<file path="config.mk">
export PLATFORM = sky130hd
export DESIGN_NAME = npu_host_seq
export DESIGN_NICKNAME = d
export VERILOG_FILES = /design/src/rtl/npu_host_seq.sv
export SDC_FILE = /design/constraint.sdc
export NUM_CORES = 1
export LEC_CHECK = 0
export CORE_MARGIN = 2
export CORE_UTILIZATION = 47
export CTS_CLUSTER_SIZE = 10
export DETAILED_ROUTE_END_ITERATION = 7
export PLACE_DENSITY = 0.8
export SYNTH_ARGS = -nofsm -noshare
export SYNTH_HDL_FRONTEND = slang
export SYNTH_SLANG_ARGS = --single-unit
</file>
<file path="constraint.sdc">
create_clock -name clk -period 7.43 [get_ports clk]
set_input_delay 1.8575 -clock clk [delete_from_list [all_inputs] [get_ports clk]]
set_output_delay 1.8575 -clock clk [all_outputs]
set_load 0.01 [all_outputs]
</file>
<file path="src/rtl/npu_host_seq.sv">
// Host command sequencer: turns WRITE/READ/POLL commands into single-cycle NPU slave bus accesses.
// Optional macro NPU_HOST_POLL_TIMEOUT_EN bounds POLL to TIMEOUT mismatching reads.
module npu_host_seq #(
  parameter int          ADDR_W  = 16,
  parameter int          DATA_W  = 32,
  parameter int unsigned TIMEOUT = 1024
) (
  input  logic              clk,
  input  logic              rst,
  input  logic              cmd_valid,
  output logic              cmd_ready,
  input  logic [1:0]        cmd_op,
  input  logic [ADDR_W-1:0] cmd_addr,
  input  logic [DATA_W-1:0] cmd_data,
  input  logic [DATA_W-1:0] cmd_mask,
  output logic              rsp_valid,
  input  logic              rsp_ready,
  output logic [DATA_W-1:0] rsp_data,
  output logic              rsp_err,
  output logic              ena,
  output logic              wea,
  output logic [ADDR_W-1:0] addra,
  output logic [DATA_W-1:0] dina,
  input  logic [DATA_W-1:0] douta,
  output logic              busy
);

  typedef enum logic [2:0] {
    S_IDLE,
    S_WR,
    S_RD,
    S_RD_WAIT,
    S_PL,
    S_PL_WAIT,
    S_PL_GAP,
    S_RSP
  } state_t;

  localparam logic [1:0] OP_WRITE = 2'b00;
  localparam logic [1:0] OP_READ  = 2'b01;
  localparam logic [1:0] OP_POLL  = 2'b10;

`ifdef NPU_HOST_POLL_TIMEOUT_EN
  localparam bit TIMEOUT_EN = 1'b1;
`else
  localparam bit TIMEOUT_EN = 1'b0;
`endif

  // Count value held when the mismatching read that reaches the limit is seen.
  localparam logic [15:0] POLL_LAST = 16'(TIMEOUT - 1);

  state_t              state_q;
  logic [ADDR_W-1:0]   addr_q;
  logic [DATA_W-1:0]   data_q;
  logic [DATA_W-1:0]   mask_q;
  logic [15:0]         poll_cnt_q;
  logic [15:0]         poll_cnt_d;
  logic                rsp_valid_q;
  logic [DATA_W-1:0]   rsp_data_q;
  logic                rsp_err_q;
  logic                ena_q;
  logic                wea_q;
  logic [ADDR_W-1:0]   addra_q;
  logic [DATA_W-1:0]   dina_q;
  logic                poll_match;
  logic                timeout_hit;

  assign poll_match  = ((douta ^ data_q) & mask_q) == '0;
  assign poll_cnt_d  = (poll_cnt_q == 16'hFFFF) ? poll_cnt_q : poll_cnt_q + 16'd1;
  assign timeout_hit = TIMEOUT_EN && (poll_cnt_q == POLL_LAST);

  always_ff @(posedge clk or posedge rst) begin
    if (rst) begin
      state_q     <= S_IDLE;
      addr_q      <= '0;
      data_q      <= '0;
      mask_q      <= '0;
      poll_cnt_q  <= '0;
      rsp_valid_q <= 1'b0;
      rsp_data_q  <= '0;
      rsp_err_q   <= 1'b0;
      ena_q       <= 1'b0;
      wea_q       <= 1'b0;
      addra_q     <= '0;
      dina_q      <= '0;
    end else begin
      // Bus outputs idle at zero unless a state below launches an access.
      ena_q   <= 1'b0;
      wea_q   <= 1'b0;
      addra_q <= '0;
      dina_q  <= '0;
      case (state_q)
        S_IDLE: begin
          if (cmd_valid) begin
            addr_q     <= cmd_addr;
            data_q     <= cmd_data;
            mask_q     <= cmd_mask;
            poll_cnt_q <= '0;
            case (cmd_op)
              OP_WRITE: begin
                state_q <= S_WR;
                ena_q   <= 1'b1;
                wea_q   <= 1'b1;
                addra_q <= cmd_addr;
                dina_q  <= cmd_data;
              end
              OP_READ: begin
                state_q <= S_RD;
                ena_q   <= 1'b1;
                addra_q <= cmd_addr;
              end
              OP_POLL: begin
                state_q <= S_PL;
                ena_q   <= 1'b1;
                addra_q <= cmd_addr;
              end
              default: begin
                state_q     <= S_RSP;
                rsp_valid_q <= 1'b1;
                rsp_data_q  <= '0;
                rsp_err_q   <= 1'b1;
              end
            endcase
          end
        end
        S_WR: state_q <= S_IDLE;
        S_RD: state_q <= S_RD_WAIT;
        S_RD_WAIT: begin
          state_q     <= S_RSP;
          rsp_valid_q <= 1'b1;
          rsp_data_q  <= douta;
          rsp_err_q   <= 1'b0;
        end
        S_PL: state_q <= S_PL_WAIT;
        S_PL_WAIT: begin
          if (poll_match) begin
            state_q     <= S_RSP;
            rsp_valid_q <= 1'b1;
            rsp_data_q  <= douta;
            rsp_err_q   <= 1'b0;
          end else begin
            poll_cnt_q <= poll_cnt_d;
            if (timeout_hit) begin
              state_q     <= S_RSP;
              rsp_valid_q <= 1'b1;
              rsp_data_q  <= douta;
              rsp_err_q   <= 1'b1;
            end else begin
              state_q <= S_PL_GAP;
            end
          end
        end
        S_PL_GAP: begin
          // Re-issue the poll read from the latched address after one idle cycle.
          state_q <= S_PL;
          ena_q   <= 1'b1;
          addra_q <= addr_q;
        end
        S_RSP: begin
          if (rsp_ready) begin
            state_q     <= S_IDLE;
            rsp_valid_q <= 1'b0;
          end
        end
        default: state_q <= S_IDLE;
      endcase
    end
  end

  assign cmd_ready = (state_q == S_IDLE);
  assign busy      = (state_q != S_IDLE);
  assign rsp_valid = rsp_valid_q;
  assign rsp_data  = rsp_data_q;
  assign rsp_err   = rsp_err_q;
  assign ena       = ena_q;
  assign wea       = wea_q;
  assign addra     = addra_q;
  assign dina      = dina_q;

endmodule

</file>
==> flow_metrics.env, run 1 <==
export IMPL_syn_avg_cell_area_um2=10.7
export IMPL_ant_nets=0
export IMPL_numPortBuffers=203
export IMPL_syn_area_mm2=0.00666
export IMPL_post_cts_buffers=0
export IMPL_slew_violations=0
export IMPL_core_area_mm2=0.0139
export IMPL_cts_made_buffers=17
export IMPL_cp_data_arrival_time_ps=4630
export IMPL_worst_path_max_fanout=33
export IMPL_die_x_um=123
export IMPL_min_period_over_period=0.574
export IMPL_cts_tree="done"
export IMPL_root_buffer="clkbuf_16"
export IMPL_busiest_layer="met2"
export IMPL_p_leak_nw=4.50
export IMPL_finalCriticalPeriod_ps=4260
export IMPL_grt_pass1_vias=5358
export IMPL_dp_cells=973
export IMPL_final_cells=1006
export IMPL_grt_pass1_wl_mm=27.0
export IMPL_yosysUniqueCellTypes=31
export IMPL_critPathBufInv=1
export IMPL_hold_class="reg2reg"
export IMPL_outcome="finished, final reports clean"
export IMPL_final_setup_skew_ps=4.96
export IMPL_hold_buffers=0
export IMPL_htree_levels=4
export IMPL_syn_inst=622
export IMPL_crit_path_top_delay_cell="a21oi_4"
export IMPL_io_pins=204
export IMPL_required_ps=7790
export IMPL_grt_max_degree=102
export IMPL_path_clk_slew_ps=60
export IMPL_vias=5220
export IMPL_setup_viol_count_final=0
export IMPL_synthFlopType="dfrtp_1"
export IMPL_die_h_um=123
export IMPL_rsz0062_at_grt="no"
export IMPL_peakVddDrop_uv=175
export IMPL_max_stage_delay_ps=780
export IMPL_synth_edf_count=0
export IMPL_total_power_mw=3.50
export IMPL_antenna_found_initial=1
export IMPL_worst_pin_slew_ps=1140
export IMPL_clock_latency_ps=430
export IMPL_syn_nets=744
export IMPL_dp_final_hpwl_mm=11.7
export IMPL_hold_violations=0
export IMPL_fp_row_count=43
export IMPL_yosysWarnings=0
export IMPL_fp_dieArea_mm2=0.0151
export IMPL_clock_sinks=167
export IMPL_dr_pass1_iters=4
export IMPL_layout_drive_gt1_share=0.0497
export IMPL_relSlewSlack=0.235
export IMPL_path_cells="clkdlybuf4s50_1 > xor2_1 > a22oi_1 > nand4_1 > or4_4 > a21oi_4 > a22o_1"
export IMPL_cts_max_path_buffers=2
export IMPL_grt_ovfl_total=0
export IMPL_syn2layout_area_growth_pct=40.2
export IMPL_vias_per_cell=5.19
export IMPL_wl_per_cell_um=17.2
export IMPL_crit_family="compound AO/OA/AOI/OAI gates"
export IMPL_final_util=0.672
export IMPL_synth_seq_cells=167
export IMPL_fmax_ghz=0.234
export IMPL_cap_violations=0
export IMPL_start_kind="primary input"
export IMPL_cts_resized=0
export IMPL_drt_drc_violations_left=0
export IMPL_crit_path_end_kind="flop"
export IMPL_powerDensity_mw_per_mm2=375
export IMPL_gp_congestion=0.795
export IMPL_crit_type="in2reg"
export IMPL_grt_use_met1=0.291
export IMPL_use_met3=0.0701
export IMPL_drt_iter0_markers=361
export IMPL_async_flop_share=1.00
export IMPL_met2_usage=0.388
export IMPL_ys_seq_area_frac=0.628
export IMPL_start_util=0.479
export IMPL_fin_nets=934
export IMPL_fin_tns_setup_ps=0
export IMPL_wl_mm=17.3
export IMPL_grtUsageTotal=0.235
## where the power goes
part           switching, mW  leakage (nW)  internal, mW
registers              0.224          2.16          1.25
logic                  0.576          2.06         0.570
clock network          0.361         0.279         0.513
## worst reg2reg max path, cell delays in order, from the launching register on
cell     delay [ps]
dfrtp_1         570
nand2_1         120
nor2_1          870
nor2_1           80
nor2_1          830
a32o_1          290
## per-layer routing
metal  up-vias  part of all wire
li1       2425                 -
met5         -                 0
met4         0             0.026
met2       183              0.49
met1      2578              0.41
met3        34             0.078
## state kept, by name, summed over array words and instances, names as in the netlist
name / cells
rsp_valid: 1
addra: 16
data_q: 32
rsp_err: 1
dina: 32
ena: 1
wea: 1
mask_q: 32
addr_q: 16
state_q: 3
rsp_data: 32
## cell type report
type	instances	area, µm²
Clock inverter	11	124
Multi-Input combinational cell	414	2270
Clock buffer	21	460
Tap cell	180	225
Fill cell	1041	4550
Inverter	8	35.0
Timing Repair Buffer	204	2040
Sequential cell	167	4180
Antenna cell	1	2.50
## cells in the mapped netlist (2+ instances only)
master      n  area share
o21ai_0     3      0.0023
buf_6       8       0.014
a22o_2      2      0.0030
nand4_1     4      0.0038
and2_1     33       0.031
ha_1        4      0.0075
a22o_1     30       0.039
dfrtp_1   167        0.63
a22oi_1    16       0.018
xor2_1     33       0.043
buf_2       5      0.0038
nor3_1      2      0.0015
nor2_1      6      0.0034
inv_1       8      0.0045
a32o_1     16       0.024
and3_1      2      0.0019
a31o_2      2      0.0026
a21oi_1     4      0.0030
nand2_1   246        0.14
clkbuf_1   20       0.011
## layout by cell type, fill, tap and decap left out, types with 3 or more instances in the layout
| master | Yosys | final |
|---|---|---|
| xor2_1 | 33 | 33 |
| clkinvlp_4 | 0 | 3 |
| inv_1 | 8 | 7 |
| nand2_1 | 246 | 245 |
| dfrtp_1 | 167 | 167 |
| clkinv_2 | 0 | 3 |
| o21ai_0 | 3 | 3 |
| a32o_1 | 16 | 16 |
| clkbuf_16 | 0 | 17 |
| a22o_1 | 30 | 30 |
| nor2_1 | 6 | 6 |
| ha_1 | 4 | 4 |
| clkdlybuf4s50_1 | 0 | 203 |
| nand4_1 | 4 | 4 |
| a22oi_1 | 16 | 16 |
| and2_1 | 33 | 32 |
| a21oi_1 | 4 | 4 |
## stage by stage
step	setup WS [ps]	hold WS, ps	cell area [µm²]
floorplan	1050	446	6660
global placement	2790	459	8740
detailed placement	2720	463	8740
CTS	3130	478	9330
global route	3020	498	9330
finish	3170	475	9330
## final timing paths
kind | from | endpoint | slack, ps | cells after the start
max in group asynchronous | rst | dina[19]$_DFF_PP0_ | 4130 | 3
setup / recovery | douta[27] | rsp_data[19]$_DFFE_PP0P_ | 3170 | 7
hold / removal | mask_q[19]$_DFFE_PP0P_ | mask_q[19]$_DFFE_PP0P_ | 470 | 2
min in group asynchronous | rst | addra[3]$_DFF_PP0_ | 1960 | 2
hold reg to reg | mask_q[19]$_DFFE_PP0P_ | mask_q[19]$_DFFE_PP0P_ | 470 | 2
setup reg to reg | state_q[2]$_DFFE_PP0P_ | addra[7]$_DFF_PP0_ | 4590 | 5
## cell families after synthesis
group	share of synthesized area
buffers and inverters	0.0331
AOI/OAI and AO/OA	0.104
xor gates and xnor gates	0.0434
adders and majority gates	0.00752
DFF	0.628
and+or+nand+nor	0.184
Power figures use the tool's default switching activity.
==> run 2: changes to the inputs <==
==> constraint.sdc (replaced) <==
create_clock -name clk -period 4.13 [get_ports clk]
set_input_delay 1.0325 -clock clk [delete_from_list [all_inputs] [get_ports clk]]
set_output_delay 1.0325 -clock clk [all_outputs]
set_load 0.01 [all_outputs]
==> run 2 against run 1 <==
Net effect: utilization is 0.93 points higher; first-iteration DRC count is 21% higher; clock skew is 1.6 ps higher; via count hardly changed; critical path type unchanged; combinational power is 83% higher; non-clock buffer count is 7 higher; flip-flop and latch count stayed put; global-route usage is 0.52 points higher.
==> flow_metrics.env, run 2 (same netlist as run 1, synthesis figures left out) <==
export IMPL_power_frac_seq=0.413
export IMPL_stdcell_area_mm2=0.00946
export IMPL_cap_violations=0
export IMPL_r2r_cells=7
export IMPL_clock_latency_ps=420
export IMPL_grt_ovfl_total=0
export IMPL_dp_cells=980
export IMPL_peakVddDrop_uv=286
export IMPL_cts_resized=0
export IMPL_power_share_clock=0.261
export IMPL_finalCriticalPeriod_ps=3220
export IMPL_cts_tree="done"
export IMPL_path_clk_slew_ps=60
export IMPL_fp_dieArea_mm2=0.0151
export IMPL_combPwrFrac=0.326
export IMPL_final_cells=1011
export IMPL_setup_viol_count_final=0
export IMPL_io_pins=204
export IMPL_worst_path_max_fanout=13
export IMPL_outcome="finished, final reports clean"
export IMPL_layout_drive_gt1_share=0.0590
export IMPL_hold_end="mask_q[3]$_DFFE_PP0P_"
export IMPL_drt_drc_violations_left=0
export IMPL_syn2layout_area_growth_pct=42.2
export IMPL_cts_made_buffers=17
export IMPL_cts_max_path_buffers=2
export IMPL_numPortBuffers=203
export IMPL_slew_violations=0
export IMPL_final_cell_mix="245 x nand2_1, 203 x clkdlybuf4s50_1, 167 x dfrtp_1"
export IMPL_layout_commonest_cell="nand2_1"
export IMPL_start_kind="primary input"
export IMPL_dr_pass1_iters=5
export IMPL_worst_pin_slew_ps=1110
export IMPL_crit_type="in2reg"
export IMPL_wl_mm=17.5
export IMPL_placed_area_mm2=0.00882
export IMPL_core_area_mm2=0.0139
export IMPL_gp_congestion=0.817
export IMPL_p_leak_nw=4.57
export IMPL_antenna_found_initial=0
export IMPL_htree_levels=4
export IMPL_switching_share=0.323
export IMPL_r2r_end="rsp_data[2]$_DFFE_PP0P_"
export IMPL_drt_iter0_markers=438
export IMPL_path_cells="clkdlybuf4s50_1 > xor2_1 > a22oi_1 > nand4_1 > or4_4 > a21oi_4 > buf_4 > a22o_1"
export IMPL_post_cts_buffers=0
export IMPL_cp_data_arrival_time_ps=3570
export IMPL_fin_nets=941
export IMPL_p_sw_mw=2.09
export IMPL_fin_tns_setup_ps=0
export IMPL_rsz0062_at_grt="no"
export IMPL_crit_path_top_delay_cell="or4_4"
export IMPL_whs_path_depth=2
export IMPL_p_int_mw=4.37
export IMPL_crit_family="compound AO/OA/AOI/OAI gates"
export IMPL_grt_max_degree=82
export IMPL_total_power_mw=6.45
export IMPL_max_stage_delay_ps=590
export IMPL_die_x_um=123
export IMPL_wl_per_cell_um=17.3
export IMPL_hold_class="reg2reg"
export IMPL_hold_violations=0
export IMPL_vias=5225
export IMPL_vias_per_cell=5.17
export IMPL_fp_row_count=43
export IMPL_setup_slack_ps=914
export IMPL_place_ws_ps=516
export IMPL_powerDensity_mw_per_mm2=682
export IMPL_dp_final_hpwl_mm=12.1
export IMPL_critPathBufInv=2
export IMPL_grt_pass1_vias=5341
export IMPL_nFillCells=989
export IMPL_crit_path_end_kind="flop"
export IMPL_grt_pass1_wl_mm=27.5
export IMPL_relSlewSlack=0.255
export IMPL_die_h_um=123
export IMPL_ant_nets=0
export IMPL_start_util=0.479
export IMPL_final_setup_skew_ps=6.52
export IMPL_diodes=0
export IMPL_r2r_start="data_q[0]$_DFFE_PP0P_"
export IMPL_grtUsageTotal=0.240
export IMPL_worst_r2r_setup_slack_ps=1610
export IMPL_hp_start="mask_q[3]$_DFFE_PP0P_"
export IMPL_fmax_ghz=0.311
export IMPL_required_ps=4490
export IMPL_min_period_over_period=0.779
export IMPL_root_buffer="clkbuf_16"
export IMPL_clock_sinks=167
export IMPL_hold_buffers=0
-- run 2: power by group through the flow --
stage / registers [mW] / clock network (mW) / logic (mW)
detailed placement: 2.67 / 0 / 2.11
global placement: 2.65 / 0 / 2.03
floorplan: 2.65 / 0 / 1.26
CTS: 2.66 / 1.71 / 2.13
finish: 2.67 / 1.68 / 2.10
global route: 2.74 / 1.79 / 2.34
-- run 2: through the flow --
| step | utilization | hold WS (ps) |
|---|---|---|
| 2_1_floorplan | - | 446 |
| 3_3_place_gp | 0.635 | 458 |
| 3_5_place_dp | 0.635 | 463 |
| 4_1_cts | 0.682 | 480 |
| 5_1_grt | 0.682 | 493 |
| 6_report | 0.682 | 479 |
-- run 2: area by class of cell --
cell class	instances	area, µm²	share of cell area
sequential	167	4180	0.442
multi-input combinational	414	2270	0.240
timing repair buffer	211	2120	0.224
clock buffer	20	467	0.0493
tap	180	225	0.0238
clock inverter	11	173	0.0183
inverter	8	33.8	0.00357
-- run 2: how the worst max path moves through the flow --
| stage | endpoint | depth (start not counted) | slack (ps) | from |
|---|---|---|---|---|
| final | rsp_data[2]$_DFFE_PP0P_ | 8 | 910 | douta[0] |
| after CTS | rsp_data[2]$_DFFE_PP0P_ | 8 | 940 | douta[27] |
| after global placement | rsp_data[29]$_DFFE_PP0P_ | 8 | 580 | douta[0] |
| after floorplan | addr_q[0]$_DFFE_PP0P_ | 1 | 970 | rst |
| after detailed placement | rsp_data[2]$_DFFE_PP0P_ | 8 | 520 | douta[27] |
| after global routing | rsp_err$_DFFE_PP0P_ | 8 | 840 | douta[0] |
-- run 2: worst min-delay path: cells and delay by family, from the launching register on --
family	cells	cell delay, ps
flops	1	340
simple gates	2	100
-- run 2: per-layer routing --
layer	global-route usage	wire length [µm]	part of all wire	vias up
li1	-	-	-	2440
met1	0.311	7270	0.42	2572
met2	0.394	8630	0.49	192
met3	0.0766	1400	0.080	21
met4	0.0646	197	0.011	0
met5	0	0	0	-
